[src/rtl/axi_slave_ctrl_pkg.sv]
// Shared AXI encodings for the slave controller and its memory model.
// Holds burst types, response codes and the width used for range math.
package axi_slave_ctrl_pkg;

  localparam logic [1:0] BURST_FIXED = 2'd0;
  localparam logic [1:0] BURST_INCR  = 2'd1;
  localparam logic [1:0] BURST_WRAP  = 2'd2;

  localparam logic [1:0] RESP_OKAY   = 2'd0;
  localparam logic [1:0] RESP_SLVERR = 2'd2;

  // Wide enough that aligned base plus burst length never wraps.
  localparam int unsigned CHK_W = 41;

endpackage

[src/rtl/axi_burst_check.sv]
// Combinational legality/range check for one AXI address phase.
// Ports: addr_i, len_i, size_i, burst_i in; err_o high if illegal.
module axi_burst_check
  import axi_slave_ctrl_pkg::*;
#(
  parameter int unsigned ADDR_WIDTH = 8,
  parameter int unsigned DATA_WIDTH = 32
) (
  input  logic [31:0] addr_i,
  input  logic [7:0]  len_i,
  input  logic [2:0]  size_i,
  input  logic [1:0]  burst_i,
  output logic        err_o
);

  localparam logic [2:0] MAX_SIZE =
    3'($clog2(DATA_WIDTH / 8));
  localparam logic [CHK_W-1:0] SPACE =
    CHK_W'(1) << ADDR_WIDTH;

  logic [CHK_W-1:0] mask;
  logic [CHK_W-1:0] base;
  logic [CHK_W-1:0] bytes;
  logic [CHK_W-1:0] last_end;
  logic             size_err;
  logic             burst_err;
  logic             range_err;

  always_comb begin
    mask      = (CHK_W'(1) << size_i) - CHK_W'(1);
    base      = CHK_W'(addr_i) & ~mask;
    bytes     = (CHK_W'(len_i) + CHK_W'(1)) << size_i;
    last_end  = base + bytes;
    size_err  = size_i > MAX_SIZE;
    burst_err = (burst_i == BURST_WRAP) ||
                (burst_i == 2'd3);
    if (burst_i == BURST_FIXED)
      range_err = CHK_W'(addr_i) >= SPACE;
    else
      range_err = last_end > SPACE;
    err_o = size_err | burst_err | range_err;
  end

endmodule

[src/rtl/axi_slave_ctrl.sv]
// AXI slave control: independent write (AW/W/B) and read (AR/R) FSMs.
// Ports: AW/W/B and AR/R handshakes; all outputs registered.
module axi_slave_ctrl
  import axi_slave_ctrl_pkg::*;
#(
  parameter int unsigned ADDR_WIDTH = 8,
  parameter int unsigned DATA_WIDTH = 32
) (
  input  logic        clk,
  input  logic        reset,
  input  logic [31:0] aw_addr,
  input  logic [7:0]  aw_len,
  input  logic [2:0]  aw_size,
  input  logic [1:0]  aw_burst,
  input  logic        aw_valid,
  output logic        aw_ready,
  input  logic        w_last,
  input  logic        w_valid,
  output logic        w_ready,
  output logic        b_valid,
  output logic [1:0]  b_resp,
  input  logic        b_ready,
  input  logic [31:0] ar_addr,
  input  logic [7:0]  ar_len,
  input  logic [2:0]  ar_size,
  input  logic [1:0]  ar_burst,
  input  logic        ar_valid,
  output logic        ar_ready,
  output logic        r_valid,
  output logic        r_last,
  output logic [1:0]  r_resp,
  input  logic        r_ready
);

  localparam logic [1:0] W_IDLE = 2'd0;
  localparam logic [1:0] W_DATA = 2'd1;
  localparam logic [1:0] W_RESP = 2'd2;
  localparam logic [0:0] R_IDLE = 1'b0;
  localparam logic [0:0] R_DATA = 1'b1;

  logic       aw_err, ar_err;

  logic [1:0] ws_q, ws_d;
  logic       aw_ready_q, aw_ready_d;
  logic       w_ready_q, w_ready_d;
  logic       b_valid_q, b_valid_d;
  logic [1:0] b_resp_q, b_resp_d;
  logic [7:0] wcnt_q, wcnt_d;
  logic [7:0] wlen_q, wlen_d;
  logic       werr_q, werr_d;

  logic [0:0] rs_q, rs_d;
  logic       ar_ready_q, ar_ready_d;
  logic       r_valid_q, r_valid_d;
  logic       r_last_q, r_last_d;
  logic [1:0] r_resp_q, r_resp_d;
  logic [7:0] rcnt_q, rcnt_d;
  logic [7:0] rlen_q, rlen_d;

  axi_burst_check #(
    .ADDR_WIDTH (ADDR_WIDTH),
    .DATA_WIDTH (DATA_WIDTH)
  ) u_aw_chk (
    .addr_i  (aw_addr),
    .len_i   (aw_len),
    .size_i  (aw_size),
    .burst_i (aw_burst),
    .err_o   (aw_err)
  );

  axi_burst_check #(
    .ADDR_WIDTH (ADDR_WIDTH),
    .DATA_WIDTH (DATA_WIDTH)
  ) u_ar_chk (
    .addr_i  (ar_addr),
    .len_i   (ar_len),
    .size_i  (ar_size),
    .burst_i (ar_burst),
    .err_o   (ar_err)
  );

  // Address attributes matter only through their legality check,
  // so the check result is captured at the AW handshake.
  always_comb begin
    ws_d       = ws_q;
    aw_ready_d = aw_ready_q;
    w_ready_d  = w_ready_q;
    b_valid_d  = b_valid_q;
    b_resp_d   = b_resp_q;
    wcnt_d     = wcnt_q;
    wlen_d     = wlen_q;
    werr_d     = werr_q;
    unique case (ws_q)
      W_IDLE: begin
        aw_ready_d = 1'b1;
        if (aw_valid && aw_ready_q) begin
          ws_d       = W_DATA;
          aw_ready_d = 1'b0;
          w_ready_d  = 1'b1;
          wlen_d     = aw_len;
          wcnt_d     = 8'd0;
          werr_d     = aw_err;
        end
      end
      W_DATA: begin
        if (w_valid && w_ready_q) begin
          wcnt_d = wcnt_q + 8'd1;
          if (wcnt_q == wlen_q) begin
            ws_d      = W_RESP;
            w_ready_d = 1'b0;
            b_valid_d = 1'b1;
            werr_d    = werr_q | ~w_last;
            b_resp_d  = (werr_q | ~w_last) ?
                        RESP_SLVERR : RESP_OKAY;
          end else begin
            werr_d = werr_q | w_last;
          end
        end
      end
      W_RESP: begin
        if (b_ready) begin
          ws_d       = W_IDLE;
          b_valid_d  = 1'b0;
          b_resp_d   = RESP_OKAY;
          aw_ready_d = 1'b1;
        end
      end
      default: ws_d = W_IDLE;
    endcase
  end

  always_comb begin
    rs_d       = rs_q;
    ar_ready_d = ar_ready_q;
    r_valid_d  = r_valid_q;
    r_last_d   = r_last_q;
    r_resp_d   = r_resp_q;
    rcnt_d     = rcnt_q;
    rlen_d     = rlen_q;
    unique case (rs_q)
      R_IDLE: begin
        ar_ready_d = 1'b1;
        if (ar_valid && ar_ready_q) begin
          rs_d       = R_DATA;
          ar_ready_d = 1'b0;
          r_valid_d  = 1'b1;
          r_last_d   = (ar_len == 8'd0);
          r_resp_d   = ar_err ? RESP_SLVERR : RESP_OKAY;
          rlen_d     = ar_len;
          rcnt_d     = 8'd0;
        end
      end
      R_DATA: begin
        if (r_ready && r_valid_q) begin
          if (r_last_q) begin
            rs_d       = R_IDLE;
            r_valid_d  = 1'b0;
            r_last_d   = 1'b0;
            r_resp_d   = RESP_OKAY;
            ar_ready_d = 1'b1;
          end else begin
            rcnt_d   = rcnt_q + 8'd1;
            r_last_d = (rcnt_q + 8'd1) == rlen_q;
          end
        end
      end
    endcase
  end

  always_ff @(posedge clk) begin
    if (reset) begin
      ws_q       <= W_IDLE;
      aw_ready_q <= 1'b0;
      w_ready_q  <= 1'b0;
      b_valid_q  <= 1'b0;
      b_resp_q   <= RESP_OKAY;
      wcnt_q     <= 8'd0;
      wlen_q     <= 8'd0;
      werr_q     <= 1'b0;
      rs_q       <= R_IDLE;
      ar_ready_q <= 1'b0;
      r_valid_q  <= 1'b0;
      r_last_q   <= 1'b0;
      r_resp_q   <= RESP_OKAY;
      rcnt_q     <= 8'd0;
      rlen_q     <= 8'd0;
    end else begin
      ws_q       <= ws_d;
      aw_ready_q <= aw_ready_d;
      w_ready_q  <= w_ready_d;
      b_valid_q  <= b_valid_d;
      b_resp_q   <= b_resp_d;
      wcnt_q     <= wcnt_d;
      wlen_q     <= wlen_d;
      werr_q     <= werr_d;
      rs_q       <= rs_d;
      ar_ready_q <= ar_ready_d;
      r_valid_q  <= r_valid_d;
      r_last_q   <= r_last_d;
      r_resp_q   <= r_resp_d;
      rcnt_q     <= rcnt_d;
      rlen_q     <= rlen_d;
    end
  end

  assign aw_ready = aw_ready_q;
  assign w_ready  = w_ready_q;
  assign b_valid  = b_valid_q;
  assign b_resp   = b_resp_q;
  assign ar_ready = ar_ready_q;
  assign r_valid  = r_valid_q;
  assign r_last   = r_last_q;
  assign r_resp   = r_resp_q;

endmodule

[config.mk]
export PLATFORM = sky130hd
export DESIGN_NAME = axi_slave_ctrl
export DESIGN_NICKNAME = d
export VERILOG_FILES = /design/src/rtl/axi_slave_ctrl_pkg.sv /design/src/rtl/axi_burst_check.sv /design/src/rtl/axi_slave_ctrl.sv
export SDC_FILE = /design/constraint.sdc
export NUM_CORES = 1
export LEC_CHECK = 0
export CORE_UTILIZATION = 45
export CTS_CLUSTER_SIZE = 10
export DETAILED_ROUTE_END_ITERATION = 10
export MAX_ROUTING_LAYER = met4
export PLACE_DENSITY = 0.69
export SLEW_MARGIN = 10
export SYNTH_ARGS = -nofsm -noshare
export SYNTH_HDL_FRONTEND = slang
export SYNTH_HIERARCHICAL = 1
export SYNTH_SLANG_ARGS = --single-unit
[constraint.sdc]
create_clock -name clk -period 8.75 [get_ports clk]
set_input_delay 1.3125 -clock clk [delete_from_list [all_inputs] [get_ports clk]]
set_output_delay 1.3125 -clock clk [all_outputs]
set_load 0.05 [all_outputs]
==> flow_metrics.tcl <==
set metrics [dict create \
    hold_depth 2 \
    startpoint_type "input port" \
    endpoint_kind "register" \
    slowest_delay_ns 0.63 \
    critPathRequiredTime_ns 8.92 \
    viasPerCell 6.097 \
    seqPwrFrac_pct 25.9 \
    synth_area_um2 6743 \
    worstMarginPinSlew_ns 0.8845 \
    crit_type "input port to register" \
    synthFlopType "dfxtp_1" \
    cp_num_buf_inv 1 \
    grt_pass1_vias 6609 \
    relSlewSlack_pct 40.85 \
    worst_hold_slack_ns 0.4562 \
    worstSkewPairLatency_ns 0.28 \
    n_antenna_cell 0 \
    maxSlewViolCount 0 \
    gp_congestion 0.9793 \
    dp.cells 1229 \
    rrSetupSlack_ns 6.76 \
    ys_warn_count 6 \
    hp-class "register to register" \
    die_y_um 124.4 \
    layout_common_cells "nand2_1, nor2_1, clkdlybuf4s50_1" \
    holdCritStartpoint "b_valid$_SDFFE_PP0P_" \
    r2r-start "rcnt_q[0]$_SDFFE_PP0P_" \
    cts_root_buffer "clkbuf_16" \
    antenna_found_initial 0 \
    synth_edf_count 0 \
    combPwrFrac_pct 47.4 \
    reg2regPathDepth 6 \
    cap_violations 0 \
    post-route-min-period_ns 6.143 \
    syn_avg_cell_area_um2 6.683 \
    final_cells 1237 \
    fillers 1429 \
    post_cts_buffers 0 \
    cts_resized 0 \
    grt_max_degree 39 \
    hold_viol 0 \
    grt_pass1_wl_mm 32.64 \
    numCtsBuffers 5 \
    place_ws_ns 2.372 \
    gr-total-overflow 0 \
    hold_path_end "b_valid$_SDFFE_PP0P_" \
    power.internal_w 0.0005123 \
    critPathTopFamily "compound AO/OA/AOI/OAI gates" \
    cp_max_fo 11 \
    htree_num_levels 2 \
    max-vdd-ir-drop_uv 68.86 \
    fin_skew_ns 0.004554 \
    p_sw_w 0.0003199 \
    track_usage_pct 25.34 \
    num_rows 44 \
    place_hpwl_mm 15.47 \
    fin_ws_ns 2.607 \
    clk_pin_slew_worst_paths_ns 0.06 \
    layout_commonest_cell "nand2_1" \
    clock_path_buffers 2 \
    leakage_nw 2.991 \
    drc_errors 0 \
    outcome "finished, final reports clean" \
    yosysUniqueCellTypes 85 \
    rsz0062_at_grt "false" \
    die_w_um 124.4 \
    dieArea_um2 15480 \
    worst_path_max_delay_cell "clkdlybuf4s50_1" \
    fin_util_pct 53.90 \
    drt_iter0_drc 698 \
    worstPathCellList "clkdlybuf4s50_1, ha_1, nor2b_1, nand2_1, a21oi_1, a211oi_1, mux2_2, nor2_1, a21oi_1, ha_1, a2111oi_4, o21ai_0, a31oi_1, a2bb2oi_1, o311ai_0, nor4_2, and4_1, a31oi_1, nor3_1, a211o_1, a31oi_1" \
    clock-sinks 44 \
    drt-total-wl_mm 19.71 \
    area_growth_syn_to_layout_pct 16.63 \
    synth-seq-cells 44 \
    dr.pass1.iters 8 \
    start_util_pct 46.22 \
    ys_seq_area_share_pct 13.06 \
    fin_crit_sh_pct 70.21 \
    drive_gt1_share_pct 4.368 \
    cts_tree "done" \
    synthCells 1009 \
    final_net_count 1192 \
    setup-tns-final_ns 0 \
    final_antenna_net_count 0 \
    core_um2 14590 \
    vias 7542 \
    io_buffers 105 \
    setup_violations 0 \
    async_reset_ff_share_pct 0 \
    arrival_ns 6.31 \
    postCtsHoldBufs 0 \
    io_pins 108 \
    fmax_ghz 0.1628 \
    pwr-share-clk_pct 26.7 \
    switching_share_pct 38.44 \
    power_density_nw_per_um2 105.8 \
    routedWlPerCell_um 15.94 \
    reg2reg_to "r_last$_SDFFE_PP0P_" \
    critPathMostFrequentCell "a31oi_1" \
]
==> cell families after synthesis <==
group,Yosys count,synth area share [%]
adders and majority gates,42,8.016
AOI/OAI and AO/OA,295,28.65
buffers and inverters,101,6.847
muxes,21,3.210
DFF,44,13.06
other,1,0.05562
and+or+nand+nor,462,34.57
xor gates and xnor gates,43,5.585
==> tightest hold or removal path, stage by stage (launching register included) <==
cell and delay, ns:
dfxtp_1 0.31, nand2_1 0.05, a21oi_1 0.05
==> how the worst max path moves through the flow <==
stage / start / to / slack, ns / cells past startpoint
final: aw_len[0] / werr_q$_SDFFE_PP0P_ / 2.61 / 21
after global routing: aw_size[0] / werr_q$_SDFFE_PP0P_ / 2.13 / 20
after CTS: aw_len[0] / werr_q$_SDFFE_PP0P_ / 2.66 / 21
after detailed placement: aw_len[0] / werr_q$_SDFFE_PP0P_ / 2.37 / 21
after global placement: aw_size[0] / werr_q$_SDFFE_PP0P_ / 2.53 / 20
after floorplan: aw_size[0] / werr_q$_SDFFE_PP0P_ / 3.60 / 18
==> layout make-up <==
class / instances / area (um^2) / share of cell area, %
multi-input combinational: 865 / 5404 / 68.72
timing repair buffer: 106 / 1059 / 13.46
sequential: 44 / 880.8 / 11.20
tap: 184 / 230.2 / 2.928
clock buffer: 6 / 138.9 / 1.766
inverter: 30 / 112.6 / 1.432
clock inverter: 2 / 38.79 / 0.4932
==> power by group through the flow <==
stage / sequential (W) / combinational, W / clock, W
after floorplan: 0.000227 / 0.000261 / 0
after global placement: 0.000220 / 0.000388 / 0
after detailed placement: 0.000220 / 0.000385 / 0
after CTS: 0.000216 / 0.000387 / 0.000224
after global routing: 0.000217 / 0.000431 / 0.000233
final: 0.000216 / 0.000395 / 0.000222
==> per-layer routing <==
layer	GRT usage, %	vias up	wire length (um)
met5	-	-	0
met4	4.040	0	238
met3	2.964	25	1370
met2	38.38	299	8668
met1	36.41	3430	9436
li1	-	3788	-
==> stage by stage <==
stage | cell area, um^2 | total power [W]
after CTS | 7864 | 0.0008265
final | 7864 | 0.0008321
after detailed placement | 7686 | 0.0006050
after floorplan | 6746 | 0.0004875
after global routing | 7864 | 0.0008811
after global placement | 7686 | 0.0006082
==> synthesized netlist by cell type, types with 5 or more instances <==
library cell | n | share of area [%]
xnor2_1 | 16 | 2.1
o21a_1 | 8 | 0.89
clkbuf_1 | 46 | 2.6
ha_1 | 40 | 7.4
o2111ai_1 | 5 | 0.65
nor4_1 | 19 | 1.8
o21bai_1 | 9 | 1.0
nand2_1 | 129 | 7.2
and3_1 | 17 | 1.6
or2_2 | 10 | 0.93
nor3_1 | 22 | 1.6
buf_2 | 11 | 0.82
o21ai_0 | 61 | 4.5
xor2_1 | 27 | 3.5
a21o_1 | 8 | 0.89
nand3b_1 | 7 | 0.78
nor3b_1 | 9 | 1.0
nand2b_1 | 15 | 1.4
nor2_1 | 107 | 6.0
a211o_1 | 5 | 0.65
inv_1 | 30 | 1.7
a22oi_1 | 7 | 0.78
or3_1 | 5 | 0.46
a211oi_1 | 13 | 1.4
nand3_1 | 39 | 2.9
and4_1 | 6 | 0.78
a21oi_1 | 97 | 7.2
mux2i_1 | 16 | 2.4
and2_1 | 13 | 1.2
o211ai_1 | 11 | 1.2
nor2b_1 | 16 | 1.5
dfxtp_1 | 44 | 13
or4_1 | 5 | 0.56
a31oi_1 | 15 | 1.4
buf_4 | 5 | 0.56
nand4_1 | 26 | 2.4
==> state kept, by name, indices dropped and copies added (netlist names), 2 cells and up <==
register  cells
rcnt_q        8
rlen_q        8
wlen_q        8
wcnt_q        8
ws_q          2
(Power assumes the default switching activity.)
